==> config.mk <==
export PLATFORM = sky130hd
export DESIGN_NAME = regfile_dump_reader
export DESIGN_NICKNAME = d
export VERILOG_FILES = /design/src/rtl/regdump_pkg.sv /design/src/rtl/regdump_out_stage.sv /design/src/rtl/regfile_dump_reader.sv
export SDC_FILE = /design/constraint.sdc
export NUM_CORES = 1
export LEC_CHECK = 0
export ABC_AREA = 1
export CAP_MARGIN = 20
export CORE_ASPECT_RATIO = 1.4
export CORE_MARGIN = 10
export CORE_UTILIZATION = 35
export DETAILED_ROUTE_END_ITERATION = 12
export GPL_TIMING_DRIVEN = 0
export PLACE_DENSITY = 0.66
export SETUP_SLACK_MARGIN = 0.15
export SYNTH_ARGS = -nofsm -noshare
export SYNTH_HDL_FRONTEND = slang
export SYNTH_SLANG_ARGS = --single-unit
==> constraint.sdc <==
create_clock -name clk -period 2 [get_ports clk]
set_clock_uncertainty 0.15 [all_clocks]
set_input_delay 0.3 -clock clk [delete_from_list [all_inputs] [get_ports clk]]
set_output_delay 0.3 -clock clk [all_outputs]
set_load 0.01 [all_outputs]
==> src/rtl/regdump_pkg.sv <==
`default_nettype none
// +--------------------------------------------------------------------------+
// | Module  : regdump_pkg                                                    |
// | Brief   : Shared constants and FSM encoding for the register-file dump   |
// |           reader.                                                        |
// | Rev     : 1.0  initial release                                           |
// +--------------------------------------------------------------------------+
package regdump_pkg;

  localparam int XLEN     = 32;
  localparam int NUM_REGS = 32;
  localparam int REG_AW   = 5;
  localparam int IDX_W    = 6;

  localparam logic [IDX_W-1:0] CKSUM_IDX = 6'd32;

  typedef enum logic [2:0] {
    IDLE   = 3'd0,
    FREEZE = 3'd1,
    READ   = 3'd2,
    SEND   = 3'd3,
    CKSUM  = 3'd4,
    DONE   = 3'd5
  } state_t;

  function automatic logic [IDX_W-1:0] beat_idx(input logic [REG_AW-1:0] idx);
    return {1'b0, idx};
  endfunction

endpackage
`default_nettype wire

==> src/rtl/regdump_out_stage.sv <==
`default_nettype none
// +--------------------------------------------------------------------------+
// | Module  : regdump_out_stage                                              |
// | Brief   : Registered valid/ready output beat holding data, index, last.  |
// | Rev     : 1.0  initial release                                           |
// +--------------------------------------------------------------------------+
module regdump_out_stage #(
  parameter int XLEN  = 32,
  parameter int IDX_W = 6
) (
  input  logic             clk,
  input  logic             reset,
  input  logic             i_load,
  input  logic [XLEN-1:0]  i_data,
  input  logic [IDX_W-1:0] i_idx,
  input  logic             i_last,
  input  logic             i_ready,
  output logic             o_valid,
  output logic [XLEN-1:0]  o_data,
  output logic [IDX_W-1:0] o_idx,
  output logic             o_last,
  output logic             o_fire
);

  logic             r_valid;
  logic [XLEN-1:0]  r_data;
  logic [IDX_W-1:0] r_idx;
  logic             r_last;

  // A load always wins over a handshake so back-to-back beats keep valid high.
  always_ff @(posedge clk or posedge reset) begin
    if (reset) begin
      r_valid <= 1'b0;
      r_data  <= '0;
      r_idx   <= '0;
      r_last  <= 1'b0;
    end else if (i_load) begin
      r_valid <= 1'b1;
      r_data  <= i_data;
      r_idx   <= i_idx;
      r_last  <= i_last;
    end else if (r_valid && i_ready) begin
      r_valid <= 1'b0;
    end
  end

  assign o_valid = r_valid;
  assign o_data  = r_data;
  assign o_idx   = r_idx;
  assign o_last  = r_last;
  assign o_fire  = r_valid & i_ready;

endmodule
`default_nettype wire

==> src/rtl/regfile_dump_reader.sv <==
`default_nettype none
// +--------------------------------------------------------------------------+
// | Module  : regfile_dump_reader                                            |
// | Brief   : Freezes writeback, walks the register file through one read    |
// |           port and streams every value out on valid/ready. Define        |
// |           REGDUMP_CHECKSUM_EN to append an XOR checksum beat.            |
// | Rev     : 1.0  initial release                                           |
// +--------------------------------------------------------------------------+
module regfile_dump_reader #(
  parameter int XLEN     = regdump_pkg::XLEN,
  parameter int NUM_REGS = regdump_pkg::NUM_REGS
) (
  input  logic            clk,
  input  logic            reset,
  input  logic            start,
  output logic            busy,
  output logic            freeze,
  output logic            done,
  output logic [4:0]      rf_raddr,
  input  logic [XLEN-1:0] rf_rdata,
  output logic            out_valid,
  input  logic            out_ready,
  output logic [XLEN-1:0] out_data,
  output logic [5:0]      out_idx,
  output logic            out_last
);

  import regdump_pkg::*;

  localparam logic [REG_AW-1:0] c_LAST_IDX = REG_AW'(NUM_REGS - 1);

  state_t            r_state;
  logic [REG_AW-1:0] r_idx;
  logic              r_busy;
  logic              r_freeze;
  logic              r_done;

  logic              w_fire;
  logic              w_last_idx;
  logic              w_load;
  logic [XLEN-1:0]   w_load_data;
  logic [IDX_W-1:0]  w_load_idx;
  logic              w_load_last;

  assign w_last_idx = (r_idx == c_LAST_IDX);

`ifdef REGDUMP_CHECKSUM_EN
  logic [XLEN-1:0] r_cksum;
  logic            w_cksum_load;

  // Checksum beat is loaded on the same edge the last data beat is accepted.
  assign w_cksum_load = (r_state == SEND) && w_fire && w_last_idx;

  always_ff @(posedge clk or posedge reset) begin
    if (reset) begin
      r_cksum <= '0;
    end else if (r_state == IDLE && start) begin
      r_cksum <= '0;
    end else if (r_state == READ) begin
      r_cksum <= r_cksum ^ rf_rdata;
    end
  end

  assign w_load      = (r_state == READ) | w_cksum_load;
  assign w_load_data = w_cksum_load ? r_cksum : rf_rdata;
  assign w_load_idx  = w_cksum_load ? CKSUM_IDX : beat_idx(r_idx);
  assign w_load_last = w_cksum_load;
`else
  assign w_load      = (r_state == READ);
  assign w_load_data = rf_rdata;
  assign w_load_idx  = beat_idx(r_idx);
  assign w_load_last = w_last_idx;
`endif

  always_ff @(posedge clk or posedge reset) begin
    if (reset) begin
      r_state  <= IDLE;
      r_idx    <= '0;
      r_busy   <= 1'b0;
      r_freeze <= 1'b0;
      r_done   <= 1'b0;
    end else begin
      case (r_state)
        IDLE: begin
          if (start) begin
            r_state  <= FREEZE;
            r_idx    <= '0;
            r_busy   <= 1'b1;
            r_freeze <= 1'b1;
          end
        end
        // One dead cycle lets a writeback already in flight retire.
        FREEZE: r_state <= READ;
        READ:   r_state <= SEND;
        SEND: begin
          if (w_fire) begin
            if (w_last_idx) begin
`ifdef REGDUMP_CHECKSUM_EN
              r_state  <= CKSUM;
`else
              r_state  <= DONE;
              r_freeze <= 1'b0;
              r_done   <= 1'b1;
`endif
            end else begin
              r_idx   <= r_idx + 1'b1;
              r_state <= READ;
            end
          end
        end
`ifdef REGDUMP_CHECKSUM_EN
        CKSUM: begin
          if (w_fire) begin
            r_state  <= DONE;
            r_freeze <= 1'b0;
            r_done   <= 1'b1;
          end
        end
`endif
        DONE: begin
          r_state <= IDLE;
          r_idx   <= '0;
          r_busy  <= 1'b0;
          r_done  <= 1'b0;
        end
        default: begin
          r_state  <= IDLE;
          r_idx    <= '0;
          r_busy   <= 1'b0;
          r_freeze <= 1'b0;
          r_done   <= 1'b0;
        end
      endcase
    end
  end

  regdump_out_stage #(
    .XLEN  (XLEN),
    .IDX_W (IDX_W)
  ) u_out_stage (
    .clk     (clk),
    .reset   (reset),
    .i_load  (w_load),
    .i_data  (w_load_data),
    .i_idx   (w_load_idx),
    .i_last  (w_load_last),
    .i_ready (out_ready),
    .o_valid (out_valid),
    .o_data  (out_data),
    .o_idx   (out_idx),
    .o_last  (out_last),
    .o_fire  (w_fire)
  );

  assign busy     = r_busy;
  assign freeze   = r_freeze;
  assign done     = r_done;
  assign rf_raddr = r_idx;

endmodule
`default_nettype wire
==> flow_metrics.tcl <==
set metrics [dict create \
    gp_congestion 0.7576 \
    path_cells "buf_4, clkdlybuf4s50_1" \
    cts_tree "built" \
    synth-simple-area-share 0.1261 \
    clock_latency_ps 290 \
    dp_hpwl_mm 4.043 \
    vias 1569 \
    peakVddDrop_uv 579.3 \
    crit_path_start_kind "flop" \
    synth.net_count 212 \
    synth_xor_area_frac 0 \
    rr_worst_depth 10 \
    r2r-start "rf_raddr[0]$_DFFE_PP0P_" \
    drt_pass1_iterations 4 \
    synth_top_family_by_area "multiplexers" \
    ios 84 \
    root_buffer "clkbuf_8" \
    synth-compound-area-share 0.01413 \
    cp_slowest_stage_delay_ps 530 \
    track_usage 0.1075 \
    synthMuxAreaShare 0.2408 \
    pre_cts_slack_ps 140.6 \
    synthToLayoutAreaGrowth_pct 48.16 \
    cts_made_buffers 5 \
    post-route-period-util 0.9079 \
    num_antenna_cells 0 \
    synth.cell_area_um2 2213 \
    layout_commonest_cell "clkdlybuf4s50_1" \
    ys_seq_elements 50 \
    setup_viol 0 \
    cp_data_arrival_time_ps 1370 \
    hold_viol_final 0 \
    cap_violations 0 \
    grt_max_degree 31 \
    crit_required_ps 1550 \
    ant_nets 0 \
    max_freq_ghz 0.5507 \
    placed_cell_area_um2 3144 \
    wl_per_cell_um 15.75 \
    r2r_end "rf_raddr[2]$_DFFE_PP0P_" \
    critPathSlowestCell "clkdlybuf4s50_1" \
    final_cell_mix "clkdlybuf4s50_1 (82), dfrtp_1 (47), mux2_4 (34)" \
    slew_violations 0 \
    start_util 0.3588 \
    worst-r2r-setup-slack_ps 320 \
    final_nets 307 \
    grt_pass1_wl_mm 8.597 \
    vias_per_cell 4.601 \
    criticalPathCategory "reg -> out" \
    status "finished, final reports clean" \
    min_period_ps 1816 \
    core_um2 6168 \
    synthAdderAreaFrac 0.01131 \
    grt_pass1_vias 1647 \
    synthDistinctLibCells 19 \
    synthCells 174 \
    p_leak_uw 0.001531 \
    worstSetupEndpointType "output pin" \
    drive_gt1_frac 0.2528 \
    ys_seq_area_frac 0.5653 \
    drtIter0Drc 38 \
    hold_class "in -> async" \
    drc 0 \
    grt-ovfl-total 0 \
    worstPathMaxFanout 6 \
    routed_wl_mm 5.370 \
    fin_area_um2 3279 \
    place.port_buffers 82 \
    antenna_found_initial 0 \
    clock_sinks 50 \
    dieHeight_um 114.1 \
    synth.avg_cell_area_um2 12.72 \
    clk_pin_slew_ps 90 \
    yosys_warnings 0 \
    die_width_um 87.21 \
    htree_levels 2 \
    fp-row-count 34 \
    die_area_um2 9950 \
    rsz0062_at_grt "yes" \
    setup_ws_ps 184.1 \
    clockBufferDepth 2 \
    power_density_nw_per_um2 1520 \
]
report_power, final:
part	total [uW]	switching, uW	internal, uW
combinational	2710	1070	1640
clock	571	331	240
sequential	1700	266	1440
total	4990	1670	3320
registers in the layout, summed over array words and instances (netlist names):
signal	flops
busy	1
r_state	3
rf_raddr	5
u_out_stage.o_valid	1
freeze	1
u_out_stage.o_data	32
u_out_stage.o_last	1
u_out_stage.o_idx	5
done	1
final cells by class:
type | instances | area, um^2
timing repair buffer | 88 | 878.3
clock inverter | 2 | 15.01
inverter | 11 | 41.29
buffer | 5 | 48.80
tap | 72 | 90.09
clock buffer | 5 | 68.82
sequential | 50 | 1255
multi-input combinational | 108 | 882.1
fill | 546 | 2889
what timing repair did:
action / CTS / global route
setup buffers: 0 / 5
endpoints found under the setup margin: 5 / 8
pin swaps: 0 / 3
hold buffers: 0 / 0
gates resized for setup: 2 / 5
how the worst max path moves through the flow:
stage | from | to | slack [ps] | cells after the start
2_1_floorplan | rf_raddr[0]$_DFFE_PP0P_ | rf_raddr[0]$_DFFE_PP0P_ | 320 | 9
3_3_place_gp | reset | u_out_stage.o_data[1]$_DFFE_PP0P_ | -680 | 2
3_5_place_dp | rf_raddr[0]$_DFFE_PP0P_ | rf_raddr[4]$_DFFE_PP0P_ | 140 | 9
4_1_cts | rf_raddr[1]$_DFFE_PP0P_ | rf_raddr[1]$_DFFE_PP0P_ | 160 | 9
5_1_grt | rf_raddr[0]$_DFFE_PP0P_ | rf_raddr[0] | 130 | 2
6_report | rf_raddr[0]$_DFFE_PP0P_ | rf_raddr[0] | 180 | 2
synthesized netlist by cell type, drive strengths merged:
master  number  area [um^2]
a31oi        1        6.260
buf          5        48.79
conb         1        3.750
dfrtp       50         1251
ha           2        25.02
inv         11        41.29
mux2        36        533.0
nand2       35        136.4
nand3        9        57.56
nand4        3        18.77
nor2        15        58.81
nor3b        1        7.510
o21ai        5        25.02
metrics by stage:
step / setup TNS, ps / power (uW) / hold slack [ps] / std cells / util
4_1_cts: 0 / 5023 / 197.1 / 336 / 0.5243
5_1_grt: 0 / 5323 / 212.2 / 341 / 0.5316
2_1_floorplan: 0 / 3252 / 257.3 / 174 / -
6_report: 0 / 4985 / 191.3 / 341 / 0.5316
3_3_place_gp: -33680 / 4367 / 315.8 / 328 / 0.5065
3_5_place_dp: 0 / 4420 / 315.3 / 329 / 0.5097
cells by family (layout without fill, tap and decap cells):
| kind of cell | after synthesis | in the layout |
|---|---|---|
| AO/OA/AOI/OAI | 6 | 6 |
| adder cells (fa/ha/maj) | 2 | 2 |
| buffers and inverters | 16 | 111 |
| flip-flops | 50 | 50 |
| multiplexers | 36 | 36 |
| other | 1 | 1 |
| AND/OR/NAND/NOR | 63 | 63 |
metal layers:
metal	up-vias	track usage	routed length, um
met5	-	0	0
met4	0	0.03198	28
met3	2	0.04274	433
met2	53	0.1710	2682
met1	756	0.1300	2225
li1	758	-	-
worst max-delay path: cells and delay by family (launching register included):
family,cells,cell delay (ps)
buffers and inverters,2,660
flip-flops,1,420
(Power assumes the default switching activity.)
